## config.mk

```make
export PLATFORM = sky130hd
export DESIGN_NAME = fifo_to_axi4_stream_flat
export DESIGN_NICKNAME = d
export VERILOG_FILES = /design/src/rtl/axi4_stream_fifo_pkg.sv /design/src/rtl/axi4_stream_if.sv /design/src/rtl/sc_skid_buf_2.sv /design/src/rtl/fifo_to_axi4_stream.sv /design/src/flat_wrapper.sv
export SDC_FILE = /design/constraint.sdc
export NUM_CORES = 1
export LEC_CHECK = 0
export CORE_ASPECT_RATIO = 0.8
export CORE_MARGIN = 10
export CORE_UTILIZATION = 49
export DETAILED_ROUTE_END_ITERATION = 12
export GPL_ROUTABILITY_DRIVEN = 0
export PLACE_DENSITY = 0.87
export SLEW_MARGIN = 20
export SYNTH_ARGS = -nofsm -noshare
export SYNTH_HDL_FRONTEND = slang
export SYNTH_SLANG_ARGS = --single-unit
```

## constraint.sdc

```tcl
create_clock -name clk_i -period 4.7 [get_ports clk_i]
set_clock_uncertainty 0.15 [all_clocks]
set_input_delay 1.175 -clock clk_i [delete_from_list [all_inputs] [get_ports clk_i]]
set_output_delay 1.175 -clock clk_i [all_outputs]
set_load 0.1 [all_outputs]
```

## src/rtl/axi4_stream_fifo_pkg.sv

```systemverilog
// Shared definitions for FIFOs that store packed AXI4-Stream words.
// Packed word field order, MSB to LSB: tdata, tstrb, tkeep, tlast, tuser, tdest, tid.
package axi4_stream_fifo_pkg;

    function automatic int fifo_word_width(input int data_w, input int user_w,
                                           input int dest_w, input int id_w);
        return data_w + 2 * (data_w / 8) + 1 + user_w + dest_w + id_w;
    endfunction

endpackage

```

## src/rtl/axi4_stream_if.sv

```systemverilog
// AXI4-Stream bundle with master and slave views.
interface axi4_stream_if #(
    parameter int DATA_WIDTH = 32,
    parameter int USER_WIDTH = 1,
    parameter int DEST_WIDTH = 1,
    parameter int ID_WIDTH   = 1
);
    logic                    tvalid;
    logic                    tready;
    logic [DATA_WIDTH-1:0]   tdata;
    logic [DATA_WIDTH/8-1:0] tstrb;
    logic [DATA_WIDTH/8-1:0] tkeep;
    logic                    tlast;
    logic [USER_WIDTH-1:0]   tuser;
    logic [DEST_WIDTH-1:0]   tdest;
    logic [ID_WIDTH-1:0]     tid;

    modport master (
        output tvalid, tdata, tstrb, tkeep, tlast, tuser, tdest, tid,
        input  tready
    );

    modport slave (
        input  tvalid, tdata, tstrb, tkeep, tlast, tuser, tdest, tid,
        output tready
    );
endinterface

```

## src/rtl/sc_skid_buf_2.sv

```systemverilog
// Generic two-entry FIFO-ordered buffer; the head entry is always the registered output.
module sc_skid_buf_2 #(
    parameter int WIDTH = 8
) (
    input  logic             clk_i,
    input  logic             rst_i,
    input  logic             wr_i,
    input  logic [WIDTH-1:0] wr_data_i,
    input  logic             rd_i,
    output logic [WIDTH-1:0] rd_data_o,
    output logic [1:0]       cnt_o
);
    logic [WIDTH-1:0] r_head;
    logic [WIDTH-1:0] r_tail;
    logic [1:0]       r_cnt;
    logic             w_rd;

    assign w_rd = rd_i && (r_cnt != 2'd0);

    // A write while full is refused; the reader's credit check keeps that from happening.
    always_ff @(posedge clk_i) begin
        if (rst_i) begin
            r_head <= '0;
            r_tail <= '0;
            r_cnt  <= 2'd0;
        end else begin
            case ({wr_i, w_rd})
                2'b10: begin
                    if (r_cnt == 2'd0) begin
                        r_head <= wr_data_i;
                        r_cnt  <= 2'd1;
                    end else if (r_cnt == 2'd1) begin
                        r_tail <= wr_data_i;
                        r_cnt  <= 2'd2;
                    end
                end
                2'b01: begin
                    if (r_cnt == 2'd2) begin
                        r_head <= r_tail;
                    end
                    r_cnt <= r_cnt - 2'd1;
                end
                2'b11: begin
                    if (r_cnt == 2'd2) begin
                        r_head <= r_tail;
                        r_tail <= wr_data_i;
                    end else begin
                        r_head <= wr_data_i;
                    end
                end
                default: begin
                end
            endcase
        end
    end

    assign rd_data_o = r_head;
    assign cnt_o     = r_cnt;
endmodule

```

## src/rtl/fifo_to_axi4_stream.sv

```systemverilog
// Drains a 1-cycle-latency FIFO into an AXI4-Stream master through a 2-entry buffer.
// Define FIFO_TO_AXI4_STREAM_STAT_EN to enable the word/packet counters.
module fifo_to_axi4_stream
    import axi4_stream_fifo_pkg::*;
#(
    parameter int DATA_WIDTH = 32,
    parameter int USER_WIDTH = 1,
    parameter int DEST_WIDTH = 1,
    parameter int ID_WIDTH   = 1
) (
    input  logic        clk_i,
    input  logic        rst_i,
    output logic        fifo_rd_o,
    input  logic [fifo_word_width(DATA_WIDTH, USER_WIDTH, DEST_WIDTH, ID_WIDTH)-1:0] fifo_rd_data_i,
    input  logic        fifo_empty_i,
    axi4_stream_if.master pkt_o,
    output logic [31:0] pkt_cnt_o,
    output logic [31:0] word_cnt_o
);
    localparam int KEEP_WIDTH = DATA_WIDTH / 8;
    localparam int FIFO_WIDTH = fifo_word_width(DATA_WIDTH, USER_WIDTH, DEST_WIDTH, ID_WIDTH);

    typedef struct packed {
        logic [DATA_WIDTH-1:0] tdata;
        logic [KEEP_WIDTH-1:0] tstrb;
        logic [KEEP_WIDTH-1:0] tkeep;
        logic                  tlast;
        logic [USER_WIDTH-1:0] tuser;
        logic [DEST_WIDTH-1:0] tdest;
        logic [ID_WIDTH-1:0]   tid;
    } word_t;

    word_t      w_head;
    logic [1:0] w_buf_cnt;
    logic [1:0] w_occ;
    logic       w_pop;
    logic       r_rd_pend;

    assign w_pop = pkt_o.tvalid && pkt_o.tready;

    // Slots committed after this cycle; buffer plus in-flight read never exceeds two.
    assign w_occ     = w_buf_cnt + {1'b0, r_rd_pend} - {1'b0, w_pop};
    assign fifo_rd_o = !rst_i && !fifo_empty_i && (w_occ < 2'd2);

    always_ff @(posedge clk_i) begin
        if (rst_i) begin
            r_rd_pend <= 1'b0;
        end else begin
            r_rd_pend <= fifo_rd_o;
        end
    end

    sc_skid_buf_2 #(
        .WIDTH (FIFO_WIDTH)
    ) u_buf (
        .clk_i     (clk_i),
        .rst_i     (rst_i),
        .wr_i      (r_rd_pend),
        .wr_data_i (fifo_rd_data_i),
        .rd_i      (w_pop),
        .rd_data_o (w_head),
        .cnt_o     (w_buf_cnt)
    );

    assign pkt_o.tvalid = (w_buf_cnt != 2'd0);
    assign pkt_o.tdata  = w_head.tdata;
    assign pkt_o.tstrb  = w_head.tstrb;
    assign pkt_o.tkeep  = w_head.tkeep;
    assign pkt_o.tlast  = w_head.tlast;
    assign pkt_o.tuser  = w_head.tuser;
    assign pkt_o.tdest  = w_head.tdest;
    assign pkt_o.tid    = w_head.tid;

`ifdef FIFO_TO_AXI4_STREAM_STAT_EN
    logic [31:0] r_word_cnt;
    logic [31:0] r_pkt_cnt;

    always_ff @(posedge clk_i) begin
        if (rst_i) begin
            r_word_cnt <= 32'd0;
            r_pkt_cnt  <= 32'd0;
        end else if (w_pop) begin
            r_word_cnt <= r_word_cnt + 32'd1;
            if (w_head.tlast) begin
                r_pkt_cnt <= r_pkt_cnt + 32'd1;
            end
        end
    end

    assign word_cnt_o = r_word_cnt;
    assign pkt_cnt_o  = r_pkt_cnt;
`else
    assign word_cnt_o = 32'd0;
    assign pkt_cnt_o  = 32'd0;
`endif
endmodule

```

## src/flat_wrapper.sv

```systemverilog
// flat-port wrapper written by rule: the top's interface ports become plain ports
module fifo_to_axi4_stream_flat import axi4_stream_fifo_pkg::*;
#(
    parameter int DATA_WIDTH = 32,
    parameter int USER_WIDTH = 1,
    parameter int DEST_WIDTH = 1,
    parameter int ID_WIDTH   = 1
)
  (clk_i, rst_i, fifo_rd_o, fifo_rd_data_i, fifo_empty_i, pkt_cnt_o, word_cnt_o, pkt_o_tvalid, pkt_o_tdata, pkt_o_tstrb, pkt_o_tkeep, pkt_o_tlast, pkt_o_tuser, pkt_o_tdest, pkt_o_tid, pkt_o_tready);
  axi4_stream_if #(.DATA_WIDTH(DATA_WIDTH), .USER_WIDTH(USER_WIDTH), .DEST_WIDTH(DEST_WIDTH), .ID_WIDTH(ID_WIDTH)) pkt_o_i ();
  input  logic clk_i;
  input  logic rst_i;
  output logic fifo_rd_o;
  input  logic [fifo_word_width(DATA_WIDTH, USER_WIDTH, DEST_WIDTH, ID_WIDTH)-1:0] fifo_rd_data_i;
  input  logic fifo_empty_i;
  output logic [31:0] pkt_cnt_o;
  output logic [31:0] word_cnt_o;
  output wire logic [$bits(pkt_o_i.tvalid)-1:0] pkt_o_tvalid;
  output wire logic [$bits(pkt_o_i.tdata)-1:0] pkt_o_tdata;
  output wire logic [$bits(pkt_o_i.tstrb)-1:0] pkt_o_tstrb;
  output wire logic [$bits(pkt_o_i.tkeep)-1:0] pkt_o_tkeep;
  output wire logic [$bits(pkt_o_i.tlast)-1:0] pkt_o_tlast;
  output wire logic [$bits(pkt_o_i.tuser)-1:0] pkt_o_tuser;
  output wire logic [$bits(pkt_o_i.tdest)-1:0] pkt_o_tdest;
  output wire logic [$bits(pkt_o_i.tid)-1:0] pkt_o_tid;
  input wire logic [$bits(pkt_o_i.tready)-1:0] pkt_o_tready;
  assign pkt_o_tvalid = pkt_o_i.tvalid;
  assign pkt_o_tdata = pkt_o_i.tdata;
  assign pkt_o_tstrb = pkt_o_i.tstrb;
  assign pkt_o_tkeep = pkt_o_i.tkeep;
  assign pkt_o_tlast = pkt_o_i.tlast;
  assign pkt_o_tuser = pkt_o_i.tuser;
  assign pkt_o_tdest = pkt_o_i.tdest;
  assign pkt_o_tid = pkt_o_i.tid;
  assign pkt_o_i.tready = pkt_o_tready;
  fifo_to_axi4_stream #(.DATA_WIDTH(DATA_WIDTH), .USER_WIDTH(USER_WIDTH), .DEST_WIDTH(DEST_WIDTH), .ID_WIDTH(ID_WIDTH)) u_core (.clk_i(clk_i), .rst_i(rst_i), .fifo_rd_o(fifo_rd_o), .fifo_rd_data_i(fifo_rd_data_i), .fifo_empty_i(fifo_empty_i), .pkt_o(pkt_o_i), .pkt_cnt_o(pkt_cnt_o), .word_cnt_o(word_cnt_o));
endmodule
```

# == Word-level counts from Yosys, hierarchy flattened ==
# Index checks and enable logic that the tools add are counted.
# word_totals
ff_bits,91
input_bits,48
out_inout_bits,110
elab_cells,44
# op_classes
n_addsub,3
magnitude_cmp,1
n_eq_ne,11
mux,11
reduce_logical,14
# op_table
cell,count
$mux W44,6
$pmux W44 S3,1
$pmux W44 S2,1
$ne A2 B2 Y1 const B,5
$eq A2 B2 Y1 const B,3
$reduce_bool A2 Y1,3
$eq A2 B1 Y1 const B,2
$logic_and A1 B1 Y1,4
$mux W2,2
$pmux W2 S2,1
$reduce_and A4 Y1,1
$ne A3 B3 Y1 const B,1
$reduce_and A3 Y1,1
$reduce_bool A3 Y1,1
$add A2 B1 Y2,1
$logic_not A1 Y1,2
$logic_not A2 Y1,1
$lt A2 B2 Y1 const B,1
$reduce_and A2 Y1,1
$sub A2 B1 Y2,1
$sub A2 B1 Y2 const B,1

# == Longest topological paths before layout ==
# Gate-level depths: netlist of the first run.
# depth
depth_word,6
depth_mapped,8
depth_no_buf,7

# == By module ==
# From an unflattened synthesis of the first run, not the netlist that was laid out.
# hier_totals
cells_unflattened,533
area_unflattened_um2,4411.7
# modules_own_cells
mod,n_inst,cells_each,area_per_inst_um2
sc_skid_buf_2,1,458,3844.9
fifo_to_axi4_stream,1,75,566.8

# == Worst setup path after synthesis of the first run ==
# OpenSTA, ideal clock, no wires.
# synth_path
kind,input port to output port
start,input port pkt_o_tready
end,output port fifo_rd_o
t_arrival_ns,3.827
required_time_ns,3.375
slack_ns,-0.452
cell_stages,5
cell_sequence,and2b_4 > ha_1 > nor2_1 > xnor2_1 > nor3_1
# synth_via
elab_chain_len,4
# synth_lines
element,line_no,text
"start, declared",flat_wrapper.sv:26,input wire logic [$bits(pkt_o_i.tready)-1:0] pkt_o_tready;
$logic_and A1 B1 Y1,fifo_to_axi4_stream.sv:39,assign w_pop = pkt_o.tvalid && pkt_o.tready;
$sub A2 B1 Y2,fifo_to_axi4_stream.sv:42,"assign w_occ = w_buf_cnt + {1'b0, r_rd_pend} - {1'b0, w_pop};"
$lt A2 B2 Y1,fifo_to_axi4_stream.sv:43,assign fifo_rd_o = !rst_i && !fifo_empty_i && (w_occ < 2'd2);
$logic_and A1 B1 Y1,fifo_to_axi4_stream.sv:43,
"end, declared",flat_wrapper.sv:13,output logic fifo_rd_o;
# No other way between the ends.

# == Final worst setup path of the first run ==
# Same ends and word-level chain as after synthesis.

==> summary.md, run 1 <==
| Metric | Value |
|---|---|
| Overall routing resource usage | 0.1538 |
| DRT antenna net count | 0 |
| CORE AREA | 8596 sq um |
| Worst VDD drop | 0.5147 mV |
| Nets | 657 |
| Via Count | 3583 |
| Total inserted antenna cells | 0 |
| Layout cell share with drive strength beyond 1 | 0.09180 |
| Max-cap viol count | 0 |
| Ports | about 160 |
| Final Cell Area | 5255 sq um |
| PD cells | ~830 nW/um^2 |
| Post-placement cell area | roughly 5000 sq um |
| Slew @ Worst Pin | 1.073 ns |
| Post-Syn Area per Cell | 8.148 sq um |
| CTS sink count | between 90 and 100 |
| Post-synthesis cell count | around 540 |
| Die W | 125.7 um |
| # Post-CTS Setup Buffers | 0 |
| Worst path cell trace | clkdlybuf4s50_1, and2b_4, ha_1, xnor2_1, xnor2_1, nor3_2, buf_12 |
| CP endpoint kind | primary output |
| R2R setup slack | 2.31 ns |
| Die height | 104.5 um |
| Hold Path Sink | u_core.u_buf.r_tail[5] |
| Post-synth cell types | 28 |
| Critical Path AT | 2.87 ns |
| CP most frequent cell | xnor2_1 |
| Reg clk slew, reported paths | approximately 0.08 ns |
| Critical R2R Launch | u_core.u_buf.cnt_o[0] |
| H-tree depth | 3 |
| CP Class | input pin to primary output |
| Via/cell ratio | just under 5 |
| Resized Gates After CTS | 0 |
| FF+latch count, synth | 91 |
| Bufs on Longest Clock Path | 2 |
| DRC | 0 |
| CP max stage delay | 0.51 ns |
| Clock Latency Late Sink | 0.36 ns |
| Most frequent cells in the layout | nand2_1, clkdlybuf4s50_1, dfxtp_1, conb_1 |
| Cell family with most CP delay | buffers and inverters |
| Post-route insts no fill | 722 |
| DR iter-0 viols | 233 |
| Hold depth | 2 |
| Setup WS pre-CTS | 0.5232 ns |
| P_leak | 1.891 nW |
| Status | finished clean |
| Root buffer cell | clkbuf_8 |
| Worst setup margin | 0.5062 ns |
| Count of buffers from port buffering | 93 |
| Grt ovf | 0 |
| Fillers | roughly 740 |
| Num CTS Buffers | 9 |
| TritonCTS clock tree | built |
| Initial antenna violation count | 0 |
| Minimum clock period | 4.194 ns |
| Slew HR | 0.2849 |
| # rows | 30 |
| DR pass1 iterations | 4 |
| Largest net degree at the start of global routing | between 90 and 100 |
| Post-Route WL | 10790 um |
| Crit Path Max Fanout | 6 |
| Post-detail-place hpwl | 7487 um |
| Placed cells | 706 |
| Layout Utilization | 0.6114 |
| Max stage delay cell, worst path | clkdlybuf4s50_1 |
| First-pass GRT wire length | 17270 um |
| Final setup vio count | 0 |
| RR Endpoint | u_core.u_buf.r_tail[19] |
| Tcrit/Tclk final | 0.8923 |
| Worst hold path class | flop to flop |
| Starting density of the core | 0.5090 |
| Most common cell after layout, fill and taps aside | nand2_1 |
| WL per Instance | ~15 um |
| Total number of yosys warnings | 0 |
| Area grow syn2layout | 20.10% |
| CP Data Required Time | 3.38 ns |
| RSZ-0062 raised after global routing | false |
| Cts hold-fix bufs | 0 |
| Seq/Total Area, Yosys | 0.4164 |
| Final Hold Fails | 0 |
| Die ar. | ~13000 sq um |
| Vias in the first global route | 3492 |
| Fmax | 238.4 MHz |
| Worst Path Buf+Inv | 2 |
| Cells on worst reg2reg path | 6 |
| Final Slew Violations | 0 |
| Mapped cell area | 4375 sq um |
| Crit path launch type | input pin |
| Hold path start | u_core.u_buf.r_tail[5] |
| Setup TNS | 0 ns |
how the worst max path moves through the flow:
| stage | to | startpoint | slack [ns] | cells past startpoint |
|---|---|---|---|---|
| 2_1_floorplan | fifo_rd_o | pkt_o_tready | 0.40 | 5 |
| 3_3_place_gp | fifo_rd_o | pkt_o_tready | 0.59 | 7 |
| 3_5_place_dp | fifo_rd_o | pkt_o_tready | 0.52 | 7 |
| 4_1_cts | fifo_rd_o | pkt_o_tready | 0.51 | 7 |
| 5_1_grt | fifo_rd_o | pkt_o_tready | 0.39 | 7 |
| 6_report | fifo_rd_o | pkt_o_tready | 0.51 | 7 |
cells by family (layout without fill, tap and decap cells):
group,after synthesis,after routing,share of synthesized area
AOI/OAI and AO/OA,95,95,0.1847
xor gates and xnor gates,2,2,0.004004
adders and majority gates,4,4,0.01144
buffers and inverters,106,116,0.1681
DFF,91,91,0.4164
muxes,1,1,0.002573
other,1,64,0.0008571
and+or+nand+nor,237,237,0.2119
flip-flops by register name, summed over array words and instances (netlist names):
register                count
u_core.u_buf.rd_data_o     44
u_core.u_buf.r_tail        44
u_core.u_buf.cnt_o          2
u_core.r_rd_pend            1
synth_stat cells:
master    number  area (sq um)
a21oi_1       46         230.2
a21oi_2        1         8.760
a311oi_1      18         157.7
a311oi_2      26         390.4
a31oi_1        1         6.260
and2_4         1         8.760
and2b_4        1         10.01
and3_1         1         6.260
buf_2         15         75.07
buf_4         67         503.0
buf_6          9         101.4
clkbuf_1      11         41.29
conb_1         1         3.750
dfxtp_1       91          1822
ha_1           4         50.05
inv_1          3         11.26
inv_2          1         3.750
mux2_2         1         11.26
nand2_1      177         664.4
nand2_2        1         6.260
nand2b_1       2         12.51
nand3_1        2         10.01
nand3_2        1         10.01
nor2_1        46         172.7
nor2b_1        1         6.260
nor3_1         4         20.02
o21ai_0        3         15.01
xnor2_1        2         17.52
where the power goes:
part           leakage [nW]  internal, W  switching, W
sequential            0.741     0.000957      0.000108
combinational          1.03     0.000591       0.00204
clock                 0.123     0.000369      0.000277
worst reg2reg max path, stage by stage (launching register included):
cell and delay (ns):
dfxtp_1 0.39, inv_1 0.11, ha_1 0.28, inv_1 0.14
nand3_2 0.74, nand2_1 0.32, a21oi_1 0.10
metrics by stage:
stage	power, W	hold WS (ns)
2_1_floorplan	0.003273	0.2866
3_3_place_gp	0.003678	0.2913
3_5_place_dp	0.003726	0.2968
4_1_cts	0.004370	0.3089
5_1_grt	0.004540	0.3286
6_report	0.004345	0.3091
layer usage:
metal	global-route usage	share of wire
met1	0.1746	0.42
met2	0.2693	0.51
met3	0.05043	0.059
met4	0.04187	0.0041
met5	0	0
area by class of cell:
| cell class | count | area [sq um] | share of cell area |
|---|---|---|---|
| multi-input cells | 403 | 2068 | 0.3936 |
| flip-flops and latches | 91 | 1822 | 0.3467 |
| repair buffers | 96 | 960.9 | 0.1829 |
| well taps | 112 | 140.1 | 0.02667 |
| clock buffers | 10 | 137.6 | 0.02619 |
| clock inverters | 6 | 111.4 | 0.02119 |
| inverters | 4 | 15.01 | 0.002857 |
(Power assumes the default switching activity.)
==> run 2, diff against run 1 <==
--- a/config.mk
+++ b/config.mk
@@ -7,10 +7,10 @@
 export LEC_CHECK = 0
 export CORE_ASPECT_RATIO = 0.8
 export CORE_MARGIN = 10
-export CORE_UTILIZATION = 49
+export CORE_UTILIZATION = 41
 export DETAILED_ROUTE_END_ITERATION = 12
 export GPL_ROUTABILITY_DRIVEN = 0
-export PLACE_DENSITY = 0.87
+export PLACE_DENSITY = 0.77
 export SLEW_MARGIN = 20
 export SYNTH_ARGS = -nofsm -noshare
 export SYNTH_HDL_FRONTEND = slang
==> constraint.sdc (replaced) <==
create_clock -name clk_i -period 3.7 [get_ports clk_i]
set_clock_uncertainty 0.15 [all_clocks]
set_input_delay 0.925 -clock clk_i [delete_from_list [all_inputs] [get_ports clk_i]]
set_output_delay 0.925 -clock clk_i [all_outputs]
set_load 0.1 [all_outputs]
==> summary.md, run 2 (same netlist as run 1, synthesis figures left out) <==
| Metric | Value |
|---|---|
| Status | finished clean (unchanged) |
| H-tree depth | 3 (unchanged) |
| CP max stage delay | 0.42 ns (was 0.51 ns) |
| Reg clk slew, reported paths | 0.06 ns (was 0.08 ns) |
| Root buffer cell | clkbuf_16 (was clkbuf_8) |
| Comb power frac | 0.586 (was 0.606) |
| Most common cell after layout, fill and taps aside | nand2_1 (unchanged) |
| Setup TNS | 0 ns (unchanged) |
| CORE AREA | 10320 sq um (was 8596 sq um) |
| Max stage delay cell, worst path | clkdlybuf4s50_1 (unchanged) |
| Slew @ Worst Pin | 1.095 ns (was 1.073 ns) |
| Initial antenna violation count | 0 (unchanged) |
| Crit path launch type | input pin (unchanged) |
| Area of the multi-input gates | 2074 sq um (was 2068 sq um) |
| Net Switching | 0.003119 W (was 0.002429 W) |
| Num CTS Buffers | 9 (unchanged) |
| Largest net degree at the start of global routing | 92 (unchanged) |
| CTS sink count | 91 (unchanged) |
| CP Data Required Time | 2.62 ns (was 3.38 ns) |
| Bufs on Longest Clock Path | 2 (unchanged) |
| Flop pwr share | 0.242 (was 0.245) |
| Slew HR | 0.2697 (was 0.2849) |
| Ports | 158 (unchanged) |
| CP Class | input pin to primary output (unchanged) |
| CP endpoint kind | primary output (unchanged) |
| Cts hold-fix bufs | 0 (unchanged) |
| Final Hold Fails | 0 (unchanged) |
| Final setup vio count | 0 (unchanged) |
| Clock power share | 0.172 (was 0.149) |
| Clock Latency Late Sink | 0.33 ns (was 0.36 ns) |
| CP most frequent cell | xnor2_1 (unchanged) |
| First-pass GRT wire length | 17770 um (was 17270 um) |
| Worst path cell trace | clkdlybuf4s50_1, and2b_4, ha_1, xnor2_1, xnor2_1, nor3_4, buf_12 (was clkdlybuf4s50_1, and2b_4, ha_1, xnor2_1, xnor2_1, nor3_2, buf_12) |
| Worst VDD drop | 0.4943 mV (was 0.5147 mV) |
| P_leak | 2.019 nW (was 1.891 nW) |
| WL per Instance | 14.57 um (was 14.94 um) |
| # rows | 33 (was 30) |
| Via Count | 3572 (was 3583) |
| Grt ovf | 0 (unchanged) |
| Critical Path AT | 2.45 ns (was 2.87 ns) |
| Layout cell share with drive strength beyond 1 | 0.1680 (was 0.09180) |
| Crit Path Max Fanout | 5 (was 6) |
| Met2 Wirelength | 5577 um (was 5539 um) |
| Tcrit/Tclk final | 0.9540 |
| Fillers | 985 (was 735) |
| DR iter-0 viols | 142 (was 233) |
| Die height | 112.4 um (was 104.5 um) |
| DR pass1 iterations | 4 (unchanged) |
| PD cells | 1062 nW/um^2 (was 826.8 nW/um^2) |
| Die ar. | 15230 sq um (was 13130 sq um) |
| Area grow syn2layout | 20.85% (was 20.10%) |
| Count of buffers from port buffering | 93 (unchanged) |
| Post-Route WL | 10970 um (was 10790 um) |
| DRT antenna net count | 0 (unchanged) |
| Most frequent cells in the layout | nand2_1, dfxtp_1, conb_1, buf_4 (was nand2_1, clkdlybuf4s50_1, dfxtp_1, conb_1) |
| Nets | 660 (was 657) |
| TritonCTS clock tree | built (unchanged) |
| Overall routing resource usage | 0.1403 (was 0.1538) |
| Met1 WL | 4668 um (was 4563 um) |
| Fmax | between 200 and 300 MHz |
| Resized Gates After CTS | 0 (unchanged) |
| Switching Fraction | 0.5555 (was 0.5591) |
| Via/cell ratio | 4.744 (was 4.963) |
| FF/Latch Area | 1822 sq um (unchanged) |
| # Post-CTS Setup Buffers | 0 (unchanged) |
| WL met3 | 690 um (was 638 um) |
| Die W | 135.5 um (was 125.7 um) |
| Total inserted antenna cells | 0 (unchanged) |
| Layout Utilization | 0.5122 (was 0.6114) |
| DRC | 0 (unchanged) |
| Max-cap viol count | 0 (unchanged) |
| Int Power | 0.002496 W (was 0.001916 W) |
| Post-detail-place hpwl | 7745 um (was 7487 um) |
| Minimum clock period | between 3 and 4 ns |
| Vias in the first global route | 3643 (was 3492) |
| Top sig layer | met4 (unchanged) |
| Final Slew Violations | 0 (unchanged) |
| Worst hold path class | flop to flop (unchanged) |
| Hold_ws | 0.3054 ns (was 0.3091 ns) |
| RSZ-0062 raised after global routing | false (unchanged) |
| Starting density of the core | 0.4239 (was 0.5090) |
==> run 2: cell types whose count changed in the layout (fill, tap and decap cells not counted), sizes merged <==
cell / previous run / this run
buf: 5 / 53
clkdlybuf4s50: 91 / 46
bufinv: 3 / 2
clkinvlp: 1 / 2
==> run 2: worst paths after layout <==
| kind | start | end | slack [ns] | cells after the start |
|---|---|---|---|---|
| setup / recovery | pkt_o_tready | fifo_rd_o | 0.17 | 7 |
| setup reg to reg | u_core.u_buf.cnt_o[0] | u_core.u_buf.rd_data_o[4] | 1.33 | 7 |
| hold reg to reg | u_core.u_buf.r_tail[32] | u_core.u_buf.r_tail[32] | 0.31 | 2 |
| hold / removal | u_core.u_buf.r_tail[32] | u_core.u_buf.r_tail[32] | 0.31 | 2 |
==> run 2: worst max-delay path, delay by kind of cell <==
family / cells / cell delay (ns)
xor gates and xnor gates: 2 / 0.35
adders and majority gates: 1 / 0.19
buffers and inverters: 2 / 0.62
and+or+nand+nor: 2 / 0.37
==> run 2: metal layers <==
metal | up-vias | global-route usage
met1 | 1688 | 0.1561
li1 | 1788 | -
met2 | 94 | 0.2454
met3 | 2 | 0.05704
met4 | 0 | 0.03080
met5 | - | 0
==> run 2: area by class of cell <==
class / instances / share of cell area
Multi-Input combinational cell: 403 / 0.3923
Sequential cell: 91 / 0.3445
Timing Repair Buffer: 99 / 0.1671
Clock buffer: 10 / 0.04330
Tap cell: 140 / 0.03313
Clock inverter: 6 / 0.01680
Inverter: 4 / 0.002840
==> run 2: metrics by stage <==
stage / setup WS, ns / instance area, sq um / std cells / total power (W)
after floorplan: 0.2992 / 4623 / 600 / 0.004163
after global placement: 0.1937 / 4970 / 737 / 0.004621
after detailed placement: 0.1953 / 4970 / 737 / 0.004690
final: 0.1702 / 5288 / 753 / 0.005615
after CTS: 0.1651 / 5288 / 753 / 0.005667
after global routing: 0.01816 / 5288 / 753 / 0.005887
==> run 2: power by group through the flow <==
stage               registers, W  logic [W]  clock network, W
floorplan                0.00279    0.00137                 0
global placement         0.00137    0.00326                 0
detailed placement       0.00138    0.00331                 0
CTS                      0.00136    0.00332          0.000990
global route             0.00139    0.00346           0.00104
finish                   0.00136    0.00329          0.000967
